==> src/rtl/wb_mem_stream_writer.sv <==
// Wishbone master draining a pushed word stream into consecutive memory words.
// Optional macro WB_MEM_WRITER_TIMEOUT_EN adds an ack timeout that sets the sticky o_err.

module wb_mem_stream_writer_fifo #(
   parameter int AW = 3,
   parameter int DW = 32
) (
   input  logic          clk,
   input  logic          rst,
   input  logic          flush_i,
   input  logic          push_i,
   input  logic [DW-1:0] dat_i,
   input  logic          pop_i,
   output logic [DW-1:0] dat_o,
   output logic          empty_o,
   output logic          full_nxt_o
);
   localparam int DEPTH = 1 << AW;
   localparam logic [AW:0] CNT_FULL = (AW+1)'(DEPTH);
   localparam logic [AW:0] CNT_ONE  = (AW+1)'(1);
   localparam logic [AW-1:0] PTR_ONE = AW'(1);

   logic [DW-1:0] mem_q [DEPTH];
   logic [AW-1:0] wr_q, rd_q;
   logic [AW:0]   cnt_q, cnt_d;

   always_comb begin
      cnt_d = cnt_q;
      if (flush_i)
         cnt_d = '0;
      else if (push_i && !pop_i)
         cnt_d = cnt_q + CNT_ONE;
      else if (!push_i && pop_i)
         cnt_d = cnt_q - CNT_ONE;
   end

   always_ff @(posedge clk) begin
      if (rst) begin
         wr_q  <= '0;
         rd_q  <= '0;
         cnt_q <= '0;
      end else begin
         if (flush_i) begin
            wr_q <= '0;
            rd_q <= '0;
         end else begin
            if (push_i) wr_q <= wr_q + PTR_ONE;
            if (pop_i)  rd_q <= rd_q + PTR_ONE;
         end
         cnt_q <= cnt_d;
      end
   end

   always_ff @(posedge clk) begin
      if (push_i && !flush_i)
         mem_q[wr_q] <= dat_i;
   end

   assign dat_o      = mem_q[rd_q];
   assign empty_o    = (cnt_q == '0);
   assign full_nxt_o = (cnt_d == CNT_FULL);
endmodule

module wb_mem_stream_writer #(
   parameter int FIFO_DEPTH_LOG2 = 3,
   parameter int TIMEOUT         = 1024
) (
   input  logic        clk,
   input  logic        rst,
   input  logic        i_start,
   input  logic [31:0] i_base_adr,
   input  logic [23:0] i_len,
   input  logic        i_abort,
   input  logic        i_stb,
   input  logic [31:0] i_data,
   output logic        o_rdy,
   output logic        o_busy,
   output logic        o_done,
   output logic        o_err,
   output logic [23:0] o_count,
   output logic        o_mem_we,
   output logic        o_mem_stb,
   output logic        o_mem_cyc,
   output logic [3:0]  o_mem_sel,
   output logic [31:0] o_mem_adr,
   output logic [31:0] o_mem_dat,
   input  logic [31:0] i_mem_dat,
   input  logic        i_mem_ack,
   input  logic        i_mem_int
);
   typedef enum logic [1:0] {S_IDLE, S_WAIT_DATA, S_WRITE, S_DONE} state_t;

   state_t      state_q, state_d;
   logic [31:0] base_q, base_d;
   logic [23:0] len_q, len_d, count_q, count_d, pushes_q, pushes_d;
   logic        busy_q, busy_d, done_q, done_d, err_q, err_d, rdy_q, rdy_d;
   logic        cyc_q, cyc_d, stb_q, stb_d, we_q, we_d;
   logic [3:0]  sel_q, sel_d;
   logic [31:0] adr_q, adr_d, dat_q, dat_d;

   logic        push, pop, flush;
   logic [31:0] fifo_head;
   logic        fifo_empty, fifo_full_nxt;

   logic unused_inputs;
   assign unused_inputs = ^{i_mem_dat, i_mem_int};

`ifdef WB_MEM_WRITER_TIMEOUT_EN
   localparam int TW = $clog2(TIMEOUT + 1);
   logic [TW-1:0] to_cnt_q, to_cnt_d;
   logic          timeout_hit;
   assign timeout_hit = (to_cnt_q == TW'(TIMEOUT - 1));
`else
   localparam int UNUSED_TIMEOUT = TIMEOUT;
`endif

   assign push = i_stb & rdy_q;

   wb_mem_stream_writer_fifo #(.AW(FIFO_DEPTH_LOG2), .DW(32)) u_fifo (
      .clk        (clk),
      .rst        (rst),
      .flush_i    (flush),
      .push_i     (push),
      .dat_i      (i_data),
      .pop_i      (pop),
      .dat_o      (fifo_head),
      .empty_o    (fifo_empty),
      .full_nxt_o (fifo_full_nxt)
   );

   always_comb begin
      state_d  = state_q;
      base_d   = base_q;
      len_d    = len_q;
      count_d  = count_q;
      pushes_d = pushes_q;
      busy_d   = busy_q;
      done_d   = 1'b0;
      err_d    = err_q;
      cyc_d    = cyc_q;
      stb_d    = stb_q;
      we_d     = we_q;
      sel_d    = sel_q;
      adr_d    = adr_q;
      dat_d    = dat_q;
      pop      = 1'b0;
      flush    = 1'b0;
`ifdef WB_MEM_WRITER_TIMEOUT_EN
      to_cnt_d = (state_q == S_WRITE && !i_mem_ack) ? to_cnt_q + TW'(1) : '0;
`endif

      unique case (state_q)
         S_IDLE: begin
            if (i_start) begin
               count_d  = '0;
               pushes_d = '0;
               err_d    = 1'b0;
               base_d   = i_base_adr;
               len_d    = i_len;
               if (i_len != '0) begin
                  busy_d  = 1'b1;
                  state_d = S_WAIT_DATA;
               end else begin
                  state_d = S_DONE;
               end
            end
         end
         S_WAIT_DATA: begin
            if (i_abort) begin
               {cyc_d, stb_d, we_d} = 3'b000;
               sel_d   = '0;
               flush   = 1'b1;
               busy_d  = 1'b0;
               state_d = S_IDLE;
            end else if (!fifo_empty) begin
               {cyc_d, stb_d, we_d} = 3'b111;
               sel_d   = 4'hF;
               adr_d   = base_q + {8'd0, count_q};
               dat_d   = fifo_head;
               state_d = S_WRITE;
            end
         end
         S_WRITE: begin
            if (i_mem_ack) begin
               // The acked word is counted even when an abort lands in the same cycle.
               pop     = 1'b1;
               count_d = count_q + 24'd1;
               stb_d   = 1'b0;
               we_d    = 1'b0;
               sel_d   = '0;
               if (i_abort) begin
                  cyc_d   = 1'b0;
                  flush   = 1'b1;
                  busy_d  = 1'b0;
                  state_d = S_IDLE;
               end else if (count_q + 24'd1 == len_q) begin
                  cyc_d   = 1'b0;
                  state_d = S_DONE;
               end else begin
                  state_d = S_WAIT_DATA;
               end
            end else if (i_abort) begin
               {cyc_d, stb_d, we_d} = 3'b000;
               sel_d   = '0;
               flush   = 1'b1;
               busy_d  = 1'b0;
               state_d = S_IDLE;
`ifdef WB_MEM_WRITER_TIMEOUT_EN
            end else if (timeout_hit) begin
               {cyc_d, stb_d, we_d} = 3'b000;
               sel_d   = '0;
               flush   = 1'b1;
               err_d   = 1'b1;
               state_d = S_DONE;
`endif
            end
         end
         S_DONE: begin
            done_d  = 1'b1;
            busy_d  = 1'b0;
            state_d = S_IDLE;
         end
         default: state_d = S_IDLE;
      endcase

      if (push)
         pushes_d = pushes_q + 24'd1;
      rdy_d = busy_d & ~fifo_full_nxt & (pushes_d != len_d);
   end

   always_ff @(posedge clk) begin
      if (rst) begin
         state_q  <= S_IDLE;
         base_q   <= '0;
         len_q    <= '0;
         count_q  <= '0;
         pushes_q <= '0;
         busy_q   <= 1'b0;
         done_q   <= 1'b0;
         err_q    <= 1'b0;
         rdy_q    <= 1'b0;
         cyc_q    <= 1'b0;
         stb_q    <= 1'b0;
         we_q     <= 1'b0;
         sel_q    <= '0;
         adr_q    <= '0;
         dat_q    <= '0;
`ifdef WB_MEM_WRITER_TIMEOUT_EN
         to_cnt_q <= '0;
`endif
      end else begin
         state_q  <= state_d;
         base_q   <= base_d;
         len_q    <= len_d;
         count_q  <= count_d;
         pushes_q <= pushes_d;
         busy_q   <= busy_d;
         done_q   <= done_d;
         err_q    <= err_d;
         rdy_q    <= rdy_d;
         cyc_q    <= cyc_d;
         stb_q    <= stb_d;
         we_q     <= we_d;
         sel_q    <= sel_d;
         adr_q    <= adr_d;
         dat_q    <= dat_d;
`ifdef WB_MEM_WRITER_TIMEOUT_EN
         to_cnt_q <= to_cnt_d;
`endif
      end
   end

   assign o_rdy     = rdy_q;
   assign o_busy    = busy_q;
   assign o_done    = done_q;
   assign o_err     = err_q;
   assign o_count   = count_q;
   assign o_mem_we  = we_q;
   assign o_mem_stb = stb_q;
   assign o_mem_cyc = cyc_q;
   assign o_mem_sel = sel_q;
   assign o_mem_adr = adr_q;
   assign o_mem_dat = dat_q;
endmodule
==> config.mk <==
export PLATFORM = sky130hd
export DESIGN_NAME = wb_mem_stream_writer
export DESIGN_NICKNAME = d
export VERILOG_FILES = /design/src/rtl/wb_mem_stream_writer.sv
export SDC_FILE = /design/constraint.sdc
export NUM_CORES = 1
export LEC_CHECK = 0
export ABC_AREA = 1
export CAP_MARGIN = 30
export CORE_ASPECT_RATIO = 1.25
export CORE_UTILIZATION = 41
export DETAILED_ROUTE_END_ITERATION = 10
export GPL_TIMING_DRIVEN = 0
export HOLD_SLACK_MARGIN = 0.08
export PLACE_DENSITY = 0.59
export SYNTH_ARGS = -nofsm -noshare
export SYNTH_HDL_FRONTEND = slang
export SYNTH_HIERARCHICAL = 1
export SYNTH_SLANG_ARGS = --single-unit
==> constraint.sdc <==
create_clock -name clk -period 3.6 [get_ports clk]
set_input_delay 0.36 -clock clk [delete_from_list [all_inputs] [get_ports clk]]
set_output_delay 0.36 -clock clk [all_outputs]
set_load 0.02 [all_outputs]
### Word-level counts from Yosys, hierarchy flattened

Memories as Yosys holds them, arrays and structs flattened. A register that Yosys moved wholly into a read port is not among the register bits.
Index checks and enable logic that the tools add are counted.

* logic and storage cells: 104
* memories kept: 1
* register bits after elaboration: 157
* bits in writable memories: 256
* output and inout bits: 99
* bits of input ports: 127

* multiplexer cells: 45
* equal/unequal tests: 11
* bitwise gates (word level): 6
* reductions and logical operators: 19
* add/sub/neg operators: 7

Memory list
* u_fifo.mem_q: words 8, width 32, read ports 1, clocked after memory_dff 1, wr ports 1, RTL line 23 `logic [DW-1:0] mem_q [DEPTH];`

Operators with widths (number)
* two-way mux 24 bit: 7
* adder 24 x 1 -> 24 bit (second input constant): 2
* case mux 24 bit (2 select lines): 1
* adder 32 x 24 -> 32 bit: 1
* two-way mux 4 bit: 7
* == test 24 bit: 1
* inequality test 24 bit: 1
* nonzero test 24 bit: 1
* two-way mux 1 bit: 17
* two-way mux 2 bit: 8
* AND reduction 3 bit: 4
* inequality test 3 bit (second input constant): 3
* case mux 2 bit (4 select lines): 1
* case mux 4 bit (2 select lines): 1
* adder 3 x 1 -> 3 bit (second input constant): 2
* adder 4 x 1 -> 4 bit (second input constant): 1
* == test 2 bit (second input constant): 2
* == test 4 bit (second input constant): 1
* logical NOT 4 bit: 1
* inequality test 2 bit (second input constant): 2
* case mux 1 bit (2 select lines): 2
* AND reduction 4 bit: 1
* nonzero test 2 bit: 2
* OR reduction 2 bit: 2
* 9 further kinds: 17

### Longest topological paths before layout

* word-level depth: 10
* mapped depth: 18
* gate-level depth less buffers: 18

### By module

The synthesis kept the hierarchy.

By module, submodules not included
* wb_mem_stream_writer_fifo: instances 1, area an instance 10702.8 µm², cells an instance 889, sequential area each 7947.6 µm²
* wb_mem_stream_writer: instances 1, area an instance 10164.7 µm², cells an instance 1598, sequential area each 3503.4 µm²

### Least setup slack after synthesis

Ideal clock, no wire load.

* kind: reg2reg
* start point: register state_q[0]
* end point: memory u_fifo.mem_q[0][0], enable pin
* slack: 0.696 ns
* data required time: 3.179 ns
* cell stages (with the launch flop): 8
* period minus slack after synthesis: 2.904 ns
* arrival time: 2.483 ns
* library setup time: 0.421 ns
* buffers on the path: 0
* path through: dfxtp_1 inv_1 ha_1 nand2_1 inv_1 inv_1 nand3_1 nor2_1

* word-level cells in the longest chain between the ends: 7
* elaborated cells on any way between the ends: 8
* classes of those cells: eq/ne: 2; mux: 3; reduce/logical: 3

RTL lines
* start: declaration: RTL line 93 `state_t state_q, state_d;`
* start signal: assignment: RTL line 252 `state_q <= state_d;`
* == test 2 bit or == test 2 x 1 -> 1 bit (tied branches): RTL line 152 `unique case (state_q)`
* OR reduction 2 bit (no line) *
* two-way mux 1 bit *
* via flush: RTL line 101 `logic push, pop, flush;`
* logical NOT 1 bit *: RTL line 55 `if (push_i && !flush_i)`
* logical AND 1 bit *: RTL line 55
* two-way mux 1 bit *: RTL line 55
* two-way mux 1 bit (implied by the code) *: RTL line 56 `mem_q[wr_q] <= dat_i;`
* end: declaration: RTL line 23

Mark *: on every way through the listed nets, which the timed path passes. The rest lies on a longest branch.

### Worst setup path after layout

* start point: register count_q[0], in the netlist o_count[0]
* end point: register adr_q[26], in the netlist o_mem_adr[26]

* word-level cells in the longest chain between the ends: 1

RTL lines
* start: declaration: RTL line 95 `logic [23:0] len_q, len_d, count_q, count_d, pushes_q, pushes_d;`
* start signal: assignment: RTL line 255 `count_q <= count_d;`
* adder 32 x 24 -> 32 bit: RTL line 178 `adr_d = base_q + {8'd0, count_q};`
* end signal: assignment: RTL line 265 `adr_q <= adr_d;`
* end: declaration: RTL line 99 `logic [31:0] adr_q, adr_d, dat_q, dat_d;`

No other way between the ends.
A chain may end at the register's enable or synchronous reset.

==> results.py <==
metrics = {
    "status": {
        "status": "finished clean",
    },
    "yosys": {
        "synth_mux_area_share_pct": 0,
        "async_reset_ff_share_pct": 0,
        "yosysMostFrequentCell": "nor2_1",
        "synth_enable_flop_cells": 256,
        "synth-warning-count": 6,
        "synth_top_family_by_area": "simple AND/OR/NAND/NOR gates",
        "synth_compound_area_share_pct": 11.7,
        "synthSimpleGateAreaFrac_pct": 23.3,
        "synth_cell_types": 56,
        "ys_ff_latch": 444,
        "synth.area.top_cells": "edfxtp_1 37%, dfxtp_1 18%, nor2_1 9.3%",
        "synth_nets": 2650,
        "ys_seq_area_share_pct": 54.9,
        "synth_common_cells": "516 x nor2_1, 471 x nand2_1, 285 x o21ai_0, 256 x edfxtp_1, 197 x inv_1",
        "synth_top_cell_area_share_pct": 36.8,
        "synth_xor_area_share_pct": 1.58,
        "netlist_instances": 2487,
        "synth_top_area_cell": "edfxtp_1",
        "syn-cell-area_um2": 20900,
        "ys.flop_type": "edfxtp_1",
        "synthAdderAreaFrac_pct": 2.19,
        "avgSynthCellArea_um2": 8.39,
    },
    "global_routing": {
        "met1_usage_pct": 29.7,
        "grt_use_met2_pct": 46.1,
        "grt_pass1_wl_um": 98800,
        "antenna_found_initial": 3,
        "grt_use_met3_pct": 3.74,
        "grt.overflow.total": 0,
        "grt_usage_pct": 25.2,
        "grt_pass1_vias": 17500,
        "grt_start_max_net_pins": 24,
        "grt-busiest-layer": "met2",
    },
    "sta": {
        "slew_viol_final": 0,
        "finalSetupViolations": 0,
        "timing.final.crit_share_pct": 87.7,
        "period_needed_ps": 3160,
        "tightest_slew_ps": 915,
        "fin_skew_ps": 12.9,
        "hold_violations": 0,
        "rsz0062_at_grt": "false",
        "fin_setup_tns_ps": 0,
        "slew_headroom_pct": 39.0,
        "fmax_mhz": 317,
    },
    "clocking": {
        "cts_repair_resize_count": 0,
        "clock_tree.root_cell": "clkbuf_16",
        "cts_tree": "built",
        "cts_buffer_depth": 3,
        "cts_buffers": 48,
        "post_cts_buffers": 0,
        "htreeDepth": 2,
        "cts_hold_buf": 0,
        "clock_latency_ps": 600,
        "clk_pin_slew_ps": 60,
        "clock-sinks": 444,
    },
    "setup_path": {
        "crit_type": "register to register",
        "arrival_ps": 3690,
        "ff2ff_path_depth": 14,
        "cp.required_ps": 4140,
        "cp_max_fo": 6,
        "worstSetupEndpointType": "register",
        "crit_path_start_kind": "register",
    },
    "power_and_ir_drop": {
        "p_leak_nw": 9.96,
        "p_per_area_nw_per_um2": 577,
        "ir_drop_mv": 0.457,
    },
    "place": {
        "port_buffers": 190,
        "gp_congestion": 0.932,
        "place_area_um2": 23900,
        "dpl.hpwl_um": 47400,
    },
    "drt": {
        "via_per_inst": 5.23,
        "routed_wl_um": 65300,
        "wl_per_cell_um": 19.0,
        "dr.pass1.iters": 5,
        "vias": 17900,
        "antenna_left": 0,
        "drt_iter0_markers": 1384,
        "drc": 0,
    },
    "floorplanning": {
        "placementRows": 92,
        "io_pins": 226,
        "die_area_um2": 51800,
        "die_x_um": 204,
        "die_h_um": 254,
        "start_util_pct": 41.5,
        "core-area_um2": 50300,
    },
    "worst_hold_path": {
        "min_path_type": "input pin to register",
        "hold_depth": 4,
    },
    "final_layout": {
        "antenna_cells": 0,
        "drive_above_1_share_pct": 6.16,
        "area_growth_pct": 22.6,
        "final_cell_area_um2": 25600,
        "fin_nets": 2899,
    },
    "run": {
        "maxCapViolCount": 0,
    },
}
-- power by group --
group          internal, mW  total, mW  switching [mW]
sequential             5.77       6.04           0.265
combinational          1.22       3.36            2.14
clock                  3.23       5.35            2.12
-- flip-flops by register name, indices dropped and copies added (netlist names), 2 cells and up, named ones only --
| name | cells |
|---|---|
| o_mem_adr | 32 |
| len_q | 24 |
| pushes_q | 24 |
| base_q | 32 |
| o_count | 24 |
| u_fifo/wr_q | 3 |
| u_fifo/rd_q | 3 |
| u_fifo/cnt_q | 4 |
| u_fifo/mem_q | 256 |
| state_q | 2 |
| o_mem_dat | 32 |
-- routing by layer --
| metal | vias up | routed length [um] | part of all wire, % |
|---|---|---|---|
| li1 | 8764 | - | - |
| met1 | 8530 | 26300 | 40 |
| met2 | 536 | 33300 | 51 |
| met3 | 112 | 3870 | 5.9 |
| met4 | 6 | 1780 | 2.7 |
| met5 | - | 46 | 0.070 |
-- worst paths after layout --
path	startpoint	end	slack (ps)
setup / recovery	o_count[0]$_SDFFE_PP0P_	o_mem_adr[26]$_SDFFE_PP0P_	440
hold / removal	i_abort	o_mem_cyc$_SDFFE_PP0P_	340
setup reg to reg	o_count[0]$_SDFFE_PP0P_	o_mem_adr[26]$_SDFFE_PP0P_	440
hold reg to reg	base_q[31]$_SDFFE_PP0P_	base_q[31]$_SDFFE_PP0P_	470
-- kinds of logic after synthesis --
kind of cell	after synthesis
XOR/XNOR	35
adder cells (fa/ha/maj)	36
buffers and inverters	311
AND/OR/NAND/NOR	1191
AO/OA/AOI/OAI	469
flip-flops	444
other	1
-- cell type report --
cell class | count | area, um2
Timing Repair Buffer | 199 | 2100
Tap cell | 658 | 823
Clock inverter | 28 | 407
Buffer | 110 | 564
Fill cell | 4784 | 24700
Sequential cell | 444 | 11500
Clock buffer | 62 | 1310
Inverter | 201 | 754
Multi-Input combinational cell | 1732 | 8160
-- placed cells by master (no fill, tap or decap), types with 15 or more instances in the layout --
cell	n
inv_1	197
buf_2	19
nand3_1	123
dfxtp_1	188
clkbuf_16	50
nor3_1	15
nand2_1	471
clkdlybuf4s50_1	190
nand4_1	17
o21ai_1	67
ha_1	35
o21ai_0	285
edfxtp_1	256
xor2_1	21
a21oi_1	83
nor2_1	508
clkbuf_1	70
-- metrics by stage --
stage          setup WS (ps)  total power [mW]  std cells  utilization, %  hold WS, ps
2_1_floorplan            696              8.19       2487               -          432
3_3_place_gp           -1290              9.42       3335            46.9          461
3_5_place_dp             482              9.49       3344            47.4          470
4_1_cts                  540              14.8       3434            50.8          335
5_1_grt                  172              15.5       3434            50.8          368
6_report                 444              14.7       3434            50.8          344
-- critical path, stage by stage (launching register included) --
cell and delay [ps]:
dfxtp_1 590, ha_1 230, inv_1 70, fa_1 400, o21ai_1 540, nand2_1 110
nand2_1 190, nand3_1 100, nand3_1 140, nand2_1 60, o21ai_1 200, a21oi_1 110
o21ai_1 160, o211ai_1 120, inv_1 80
Power figures use the tool's default switching activity.
